==> src/rtl/mem_pkg.sv <==
// Shared definitions for the memory BIST: FSM states, default widths and
// the expected-data generator used by both the write and check phases.
package mem_pkg;

   localparam int unsigned DEF_ADDR_W  = 2;
   localparam int unsigned DEF_DATA_W  = 8;
   localparam logic [7:0]  DEF_PATTERN = 8'hAA;

   typedef enum logic [2:0] {
      IDLE,
      WRITE,
      READ,
      CHECK,
      DONE
   } state_t;

   // Test word for a location: pattern XOR index, optionally inverted.
   // Callers truncate the 32-bit result to their own data width.
   function automatic logic [31:0] exp_word(input logic [31:0] pattern,
                                            input logic [31:0] idx,
                                            input logic        inv);
      logic [31:0] w;
      w = pattern ^ idx;
      return inv ? ~w : w;
   endfunction

endpackage

==> src/rtl/mem_bist_cmp.sv <==
// Read-data checker for the memory BIST: compares returned data against the
// expected word, keeps a saturating mismatch count and records the address
// of the first mismatch since the last clear.
module mem_bist_cmp
   import mem_pkg::*;
#(
   parameter int unsigned ADDR_W = DEF_ADDR_W,
   parameter int unsigned DATA_W = DEF_DATA_W
) (
   input  logic              clk,
   input  logic              reset,
   input  logic              clear,
   input  logic              check_en,
   input  logic [DATA_W-1:0] rdata,
   input  logic [DATA_W-1:0] expected,
   input  logic [ADDR_W-1:0] idx,
   output logic              mismatch,
   output logic [3:0]        err_cnt,
   output logic [ADDR_W-1:0] fail_addr
);

   // Mismatch is only meaningful in the cycle the FSM enables the check.
   always_comb begin
      mismatch = check_en && (rdata != expected);
   end

   // Saturating error count; a zero count means no mismatch seen yet, so
   // it doubles as the "first failure" qualifier for fail_addr.
   always_ff @(posedge clk) begin
      if (reset || clear) begin
         err_cnt   <= '0;
         fail_addr <= '0;
      end else if (mismatch) begin
         if (err_cnt != 4'hF) begin
            err_cnt <= err_cnt + 4'd1;
         end
         if (err_cnt == 4'd0) begin
            fail_addr <= idx;
         end
      end
   end

endmodule

==> src/rtl/mem_bist.sv <==
// Memory built-in self-test controller. Writes PATTERN^idx to every
// location, then reads each back and checks it. With MEM_BIST_MARCH_EN
// defined, a second write/read/check pass with inverted data runs before
// DONE. All memory-side outputs are registered.
module mem_bist
   import mem_pkg::*;
#(
   parameter int unsigned       ADDR_W  = DEF_ADDR_W,
   parameter int unsigned       DATA_W  = DEF_DATA_W,
   parameter logic [DATA_W-1:0] PATTERN = DATA_W'(DEF_PATTERN)
) (
   input  logic              clk,
   input  logic              reset,
   input  logic              start,
   input  logic              abort,
   output logic [ADDR_W-1:0] addr,
   output logic              wr_en,
   output logic              rd_en,
   output logic [DATA_W-1:0] wdata,
   input  logic [DATA_W-1:0] rdata,
   output logic              busy,
   output logic              done,
   output logic              pass,
   output logic [3:0]        err_cnt,
   output logic [ADDR_W-1:0] fail_addr
);

   localparam logic [ADDR_W-1:0] LAST_IDX = '1;

   state_t            state;
   logic [ADDR_W-1:0] idx;
   logic              clear;
   logic              check_en;
   logic              mismatch;
   logic [DATA_W-1:0] expected;
   logic              inv_sel;

`ifdef MEM_BIST_MARCH_EN
   logic pass_sel;
   assign inv_sel = pass_sel;
`else
   assign inv_sel = 1'b0;
`endif

   function automatic logic [DATA_W-1:0] word(input logic [ADDR_W-1:0] i,
                                              input logic              inv);
      return DATA_W'(exp_word(32'(PATTERN), 32'(i), inv));
   endfunction

   // Checker control: clear on an accepted start, compare only in CHECK.
   always_comb begin
      clear    = (state == IDLE) && start && !abort && !reset;
      check_en = (state == CHECK) && !abort && !reset;
      expected = word(idx, inv_sel);
   end

   mem_bist_cmp #(
      .ADDR_W(ADDR_W),
      .DATA_W(DATA_W)
   ) u_cmp (
      .clk      (clk),
      .reset    (reset),
      .clear    (clear),
      .check_en (check_en),
      .rdata    (rdata),
      .expected (expected),
      .idx      (idx),
      .mismatch (mismatch),
      .err_cnt  (err_cnt),
      .fail_addr(fail_addr)
   );

   // FSM with registered outputs: each branch loads the outputs the memory
   // must see in the state being entered, so strobes line up with state.
   always_ff @(posedge clk) begin
      if (reset) begin
         state <= IDLE;
         idx   <= '0;
         addr  <= '0;
         wdata <= '0;
         wr_en <= 1'b0;
         rd_en <= 1'b0;
         busy  <= 1'b0;
         done  <= 1'b0;
         pass  <= 1'b0;
`ifdef MEM_BIST_MARCH_EN
         pass_sel <= 1'b0;
`endif
      end else if (abort && (state != IDLE)) begin
         state <= IDLE;
         idx   <= '0;
         wr_en <= 1'b0;
         rd_en <= 1'b0;
         busy  <= 1'b0;
         done  <= 1'b0;
         pass  <= 1'b0;
`ifdef MEM_BIST_MARCH_EN
         pass_sel <= 1'b0;
`endif
      end else begin
         case (state)
            IDLE: begin
               if (start && !abort) begin
                  state <= WRITE;
                  idx   <= '0;
                  busy  <= 1'b1;
                  pass  <= 1'b0;
                  wr_en <= 1'b1;
                  addr  <= '0;
                  wdata <= word('0, 1'b0);
`ifdef MEM_BIST_MARCH_EN
                  pass_sel <= 1'b0;
`endif
               end
            end

            WRITE: begin
               if (idx == LAST_IDX) begin
                  state <= READ;
                  idx   <= '0;
                  wr_en <= 1'b0;
                  rd_en <= 1'b1;
                  addr  <= '0;
               end else begin
                  idx   <= idx + 1'b1;
                  addr  <= idx + 1'b1;
                  wdata <= word(idx + 1'b1, inv_sel);
               end
            end

            READ: begin
               state <= CHECK;
               rd_en <= 1'b0;
            end

            CHECK: begin
               if (idx == LAST_IDX) begin
`ifdef MEM_BIST_MARCH_EN
                  if (!pass_sel) begin
                     state    <= WRITE;
                     pass_sel <= 1'b1;
                     idx      <= '0;
                     wr_en    <= 1'b1;
                     addr     <= '0;
                     wdata    <= word('0, 1'b1);
                  end else begin
                     state <= DONE;
                     done  <= 1'b1;
                     pass  <= (err_cnt == 4'd0) && !mismatch;
                  end
`else
                  state <= DONE;
                  done  <= 1'b1;
                  // err_cnt updates on this same edge, so fold in the last check
                  pass  <= (err_cnt == 4'd0) && !mismatch;
`endif
               end else begin
                  state <= READ;
                  idx   <= idx + 1'b1;
                  rd_en <= 1'b1;
                  addr  <= idx + 1'b1;
               end
            end

            DONE: begin
               state <= IDLE;
               done  <= 1'b0;
               busy  <= 1'b0;
            end

            default: begin
               state <= IDLE;
               wr_en <= 1'b0;
               rd_en <= 1'b0;
               busy  <= 1'b0;
               done  <= 1'b0;
            end
         endcase
      end
   end

endmodule

==> config.mk <==
export PLATFORM = sky130hd
export DESIGN_NAME = mem_bist
export DESIGN_NICKNAME = d
export VERILOG_FILES = /design/src/rtl/mem_pkg.sv /design/src/rtl/mem_bist_cmp.sv /design/src/rtl/mem_bist.sv
export SDC_FILE = /design/constraint.sdc
export NUM_CORES = 1
export LEC_CHECK = 0
export ABC_AREA = 1
export CORE_AREA = 2 2 57 59
export DETAILED_ROUTE_END_ITERATION = 16
export DIE_AREA = 0 0 59 61
export PLACE_DENSITY = 0.75
export SKIP_LAST_GASP = 1
export SLEW_MARGIN = 20
export SYNTH_ARGS = -nofsm -noshare
export SYNTH_HDL_FRONTEND = slang
export SYNTH_SLANG_ARGS = --single-unit
==> constraint.sdc <==
create_clock -name clk -period 1.49 [get_ports clk]
set_input_delay 0.298 -clock clk [delete_from_list [all_inputs] [get_ports clk]]
set_output_delay 0.298 -clock clk [all_outputs]
set_load 0.005 [all_outputs]
After elaboration in Yosys (flattened, before gate mapping)

Index checks and enable logic that the tools add are counted.
W data, S select, Z words.

Output and inout bits: 21
Input port bits: 12
Logic and storage cells: 89
Flip-flop bits (word level): 26

Equal/unequal tests: 12
Mux-type cells: 22
Bitwise gates (word level): 7
Add/sub/neg operators: 2
Reduce and logical (&&, ||, !) cells: 35

Operator list:

| kind                  | number |
|---|---|
| $mux W8               | 2 |
| $pmux W8 S2           | 1 |
| $pmux W3 S4           | 1 |
| $reduce_and A3 Y1     | 4 |
| $reduce_and A2 Y1     | 5 |
| $logic_and A1 B1 Y1   | 9 |
| $mux W3               | 3 |
| $reduce_or A3 Y1      | 3 |
| $ne A8 B8 Y1          | 1 |
| $not A1 Y4            | 2 |
| $reduce_and A4 Y1     | 2 |
| $eq A3 B2 Y1 const B  | 2 |
| $mux W1               | 6 |
| $mux W2               | 3 |
| $ne A2 B2 Y1 const B  | 3 |
| $pmux W1 S2           | 3 |
| $pmux W1 S3           | 2 |
| $pmux W2 S3           | 1 |
| $reduce_bool A3 Y1    | 2 |
| $not A1 Y1            | 5 |
| $add A4 B1 Y4 const B | 1 |
| $logic_not A4 Y1      | 1 |
| $ne A2 B1 Y1 const B  | 2 |
| $ne A4 B4 Y1 const B  | 1 |
| other kinds (9)       | 13 |

Logic depth before layout (Yosys ltp)

Depth after elaboration: 8
Depth in mapped cells: 10
Mapped depth without buffers: 10

Modules after synthesis

A second synthesis with hierarchy kept.

Cells, all modules: 214
Area, all modules: 1402.6 µm²

By module, submodules not included:

| module       | area an instance (µm²) | cells an instance | times used | sequential area each (µm²) |
|---|---|---|---|---|
| mem_bist     | 863.3                  | 118               | 1          | 300.3 |
| mem_bist_cmp | 539.3                  | 96                | 1          | 120.1 |

Worst setup path after synthesis

No wires, ideal clock.

Path type: register to register
From: reg idx[0]
To: reg addr[0]
Path slack: 227 ps
Required time: 1377 ps
Period minus slack after synthesis: 1263 ps
Data arrival time: 1149 ps
Library setup time: 113 ps
Stages on the path, launching flop included: 8
Path buffers: 0
Cell sequence: dfxtp_1 > ha_1 > a21oi_1 > inv_2 > nand2_2 > nand2_2 > o21ai_1 > nor2_1

Longest elaborated chain between the ends: 3
Elaborated cells between the ends (all ways): 7
Classes of those cells: add/sub: 1; eq/ne: 2; mux: 3; reduce/logical: 1

RTL lines:

| item                                             | RTL line        | source |
|---|---|---|
| start, declared                                  | mem_bist.sv:31  | `logic [ADDR_W-1:0] idx;` |
| start signal, assigned                           | mem_bist.sv:125 | `idx <= idx + 1'b1;` |
| start signal, assigned                           | mem_bist.sv:159 | `idx <= idx + 1'b1;` |
| $add A2 B1 Y2 or $eq A2 B2 Y1 (tied branches)    | n/a             |  |
| $mux W2, or another cell as far along            | mem_bist.sv:137 | `if (idx == LAST_IDX) begin` |
| $pmux W2 S3 or $reduce_and A4 Y1 (tied branches) | n/a             |  |
| end signal, assigned                             | mem_bist.sv:126 | `addr <= idx + 1'b1;` |
| end signal, assigned                             | mem_bist.sv:161 | `addr <= idx + 1'b1;` |
| end, declared                                    | mem_bist.sv:16  | `output logic [ADDR_W-1:0] addr,` |

Parallel ways exist; a longest one is shown, timed or not. The select of a mux whose other input is x is not followed.
A chain may end at the register's enable or synchronous reset.

Worst setup path in the final report

From: reg wr_en
To: out wr_en

RTL lines:

| item                   | RTL line        | source |
|---|---|---|
| start, declared        | mem_bist.sv:17  | `output logic wr_en,` |
| start signal, assigned | mem_bist.sv:81  | `wr_en <= 1'b0;` |
| start signal, assigned | mem_bist.sv:92  | `wr_en <= 1'b0;` |
| start signal, assigned | mem_bist.sv:108 | `wr_en <= 1'b1;` |

No word-level cell between the ends.

==> results.py <==
metrics = {
    "outcome": {
        "status": "completed",
    },
    "routing": {
        "ant_nets": 0,
        "drt_iter0_markers": 19,
        "num_vias": 1111,
        "wl_per_cell_um": 9.78,
        "vias_per_cell": 4.50,
        "routed_wl_um": 2420,
        "drc_errors": 0,
        "drt_pass1_iterations": 4,
    },
    "yosys": {
        "yosys_warnings": 0,
        "ys_top_cells_by_area": "dfxtp_1 (37%), nand2_1 (13%), nor2_1 (9.8%), inv_1 (6.9%), a21oi_1 (5.2%)",
        "synth.distinct_cells": 20,
        "synth_area_um2": 1150,
        "ys_ff_latch": 21,
        "syn_area_per_cell_um2": 6.62,
        "synthTopCellsByCount": "nand2_1 (41), nor2_1 (30), dfxtp_1 (21), inv_1 (21), a21oi_1 (12)",
        "yosysMostFrequentCell": "nand2_1",
        "ys.flop_type": "dfxtp_1",
        "synth_edf_count": 0,
        "async_flop_share_pct": 0,
        "yosys.area.top_type": "dfxtp_1",
        "synthCells": 173,
        "seq_area_frac_synth_pct": 36.7,
        "synth_top_cell_area_share_pct": 36.7,
    },
    "cts": {
        "clkSinkCount": 21,
        "cts-root-buf": "clkbuf_4",
        "cts_tree": "built",
        "clk_path_buf_depth": 2,
        "htree_num_levels": 1,
        "clk_pin_slew_worst_paths_ps": 120,
        "cts_hold_buf": 0,
        "clock_latency_ps": 310,
        "cts_buffers": 3,
    },
    "power": {
        "leakage_nw": 0.849,
        "irDropWorstVdd_mv": 0.570,
        "power_density_nw_per_um2": 894,
    },
    "worst_setup_path": {
        "max_stage_delay_ps": 500,
        "worstPathCellList": "clkdlybuf4s50_1",
        "crit_family": "buffers and inverters",
        "setup.worst_path.class": "register to output pin",
        "worstSetupStartpointType": "register",
        "slowest_stage": "clkdlybuf4s50_1",
        "crit_arrival_ps": 1160,
        "path_buf_inv": 1,
        "crit_path_end_kind": "output pin",
        "worstPathRequired_ps": 1190,
        "path_max_fanout": 2,
    },
    "die": {
        "row_count": 20,
        "initial_utilization_pct": 38.8,
        "die_area_um2": 3600,
        "die_y_um": 61,
        "fp.coreArea_um2": 2950,
        "ioPinCount": 33,
        "chipWidth_um": 59,
    },
    "timing": {
        "setup_viol": 0,
        "skew_ps": 2.03,
        "hold_ws_ps": 463,
        "hold_viol": 0,
        "post-route-period-util_pct": 97.9,
        "slew_violations": 0,
        "fmax_mhz": 686,
        "setup_tns_ps": 0,
        "period_minus_slack_ps": 1460,
        "rsz0062_at_grt": "no",
    },
    "grt": {
        "gr-max-usage-layer": "met2",
        "grt_util_met2_pct": 23.8,
        "grt_max_degree": 13,
        "grt_usage_pct": 14.3,
        "grtUsageMet1_pct": 18.1,
        "antenna_found_initial": 0,
        "grt_pass1_wl_um": 3930,
        "grt_pass1_vias": 958,
        "gr-usage-met3_pct": 2.99,
        "overflow": 0,
    },
    "cells_and_area": {
        "drive_above_1_share_pct": 22.4,
        "fin_cells": 247,
        "area_growth_pct": 40.3,
        "fin_nets": 230,
        "antennaDiodeCount": 0,
    },
    "run": {
        "cap_viol_max_count": 0,
    },
    "hold_path": {
        "hold_path_class": "register to register",
    },
    "placement": {
        "gp_congestion": 0.900,
        "dp.final_hpwl_um": 1870,
        "dp_cells": 239,
        "io_buffers": 29,
    },
}
[metal layers]
layer | up-vias | wire length [µm] | part of all wire, %
li1 | 618 | - | -
met3 | 4 | 135 | 5.6
met1 | 462 | 1170 | 48
met2 | 27 | 1080 | 45
met4 | 0 | 29 | 1.2
met5 | - | 0 | 0
[power by group]
| group | internal (mW) | switching [mW] |
|---|---|---|
| combinational | 0.229 | 0.260 |
| clock | 0.100 | 0.185 |
| sequential | 0.623 | 0.0406 |
| total | 0.953 | 0.485 |
[stage by stage]
stage	instance area (µm²)	power, mW	util (%)	setup slack, ps
2_1_floorplan	1150	0.973	-	227
3_3_place_gp	1500	1.16	50.8	-60.6
3_5_place_dp	1500	1.17	50.8	-99.8
4_1_cts	1560	1.44	53.0	-17.6
5_1_grt	1610	1.53	54.4	0.134
6_report	1610	1.44	54.4	31.5
[state kept, by name (all words and copies together), names as in the netlist]
| name | count |
|---|---|
| wdata | 3 |
| state | 3 |
| u_cmp.fail_addr | 2 |
| busy | 1 |
| pass | 1 |
| idx | 2 |
| u_cmp.err_cnt | 4 |
| wr_en | 1 |
| rd_en | 1 |
| done | 1 |
| addr | 2 |
[cells in the final DEF, fill, tap and decap left out, drive strengths merged, types with 2 or more instances in the layout]
cell type and n:
dfxtp 21, nor2 34, nand4 6, clkdlybuf4s50 21, ha 3, conb 3, o21ai 7, buf 11
nand2 48, dlymetal6s2s 8, nand3 8, clkinv 2, clkbuf 3, a21oi 12, inv 25
[worst paths after layout]
kind         slack, ps                 from              endpoint  cells after the start
min reg2reg        460    done$_SDFFE_PP0P_     done$_SDFFE_PP0P_                      2
max reg2reg        150  idx[1]$_SDFFE_PP0P_  addr[0]$_SDFFE_PP0P_                      6
min                460    done$_SDFFE_PP0P_     done$_SDFFE_PP0P_                      2
max                 30   wr_en$_SDFFE_PP0P_                 wr_en                      1
[worst min-delay path, delay by kind of cell, from the launching register on]
kind | cells | cell delay (ps)
DFF | 1 | 340
buffers and inverters | 1 | 50
AOI/OAI and AO/OA | 1 | 50
[what timing repair did]
| item | in CTS | in global routing |
|---|---|---|
| buffers inserted | 3 | 1 |
| cloned | 0 | 0 |
| gates resized for setup | 8 | 19 |
| pin swaps | 0 | 0 |
| setup endpoints to repair | 7 | 18 |
[final cells by class]
| type | count | area [µm²] |
|---|---|---|
| repair buffers | 40 | 393 |
| clock buffers | 3 | 22.5 |
| flip-flops and latches | 21 | 447 |
| inverters | 26 | 98.8 |
| well taps | 33 | 41.3 |
| clock inverters | 1 | 5.00 |
| fillers | 286 | 1350 |
| multi-input cells | 123 | 601 |
[cells by family (layout without fill, tap and decap cells)]
kind of cell	count (synthesis)	after routing	share of synthesized area [%]
and+or+nand+nor	96	96	38.3
buffers and inverters	31	70	11.9
AOI/OAI and AO/OA	21	21	9.50
DFF	21	21	36.7
adders and majority gates	3	3	3.28
other	1	3	0.327
Note: power is estimated with default switching activity, not from simulation.
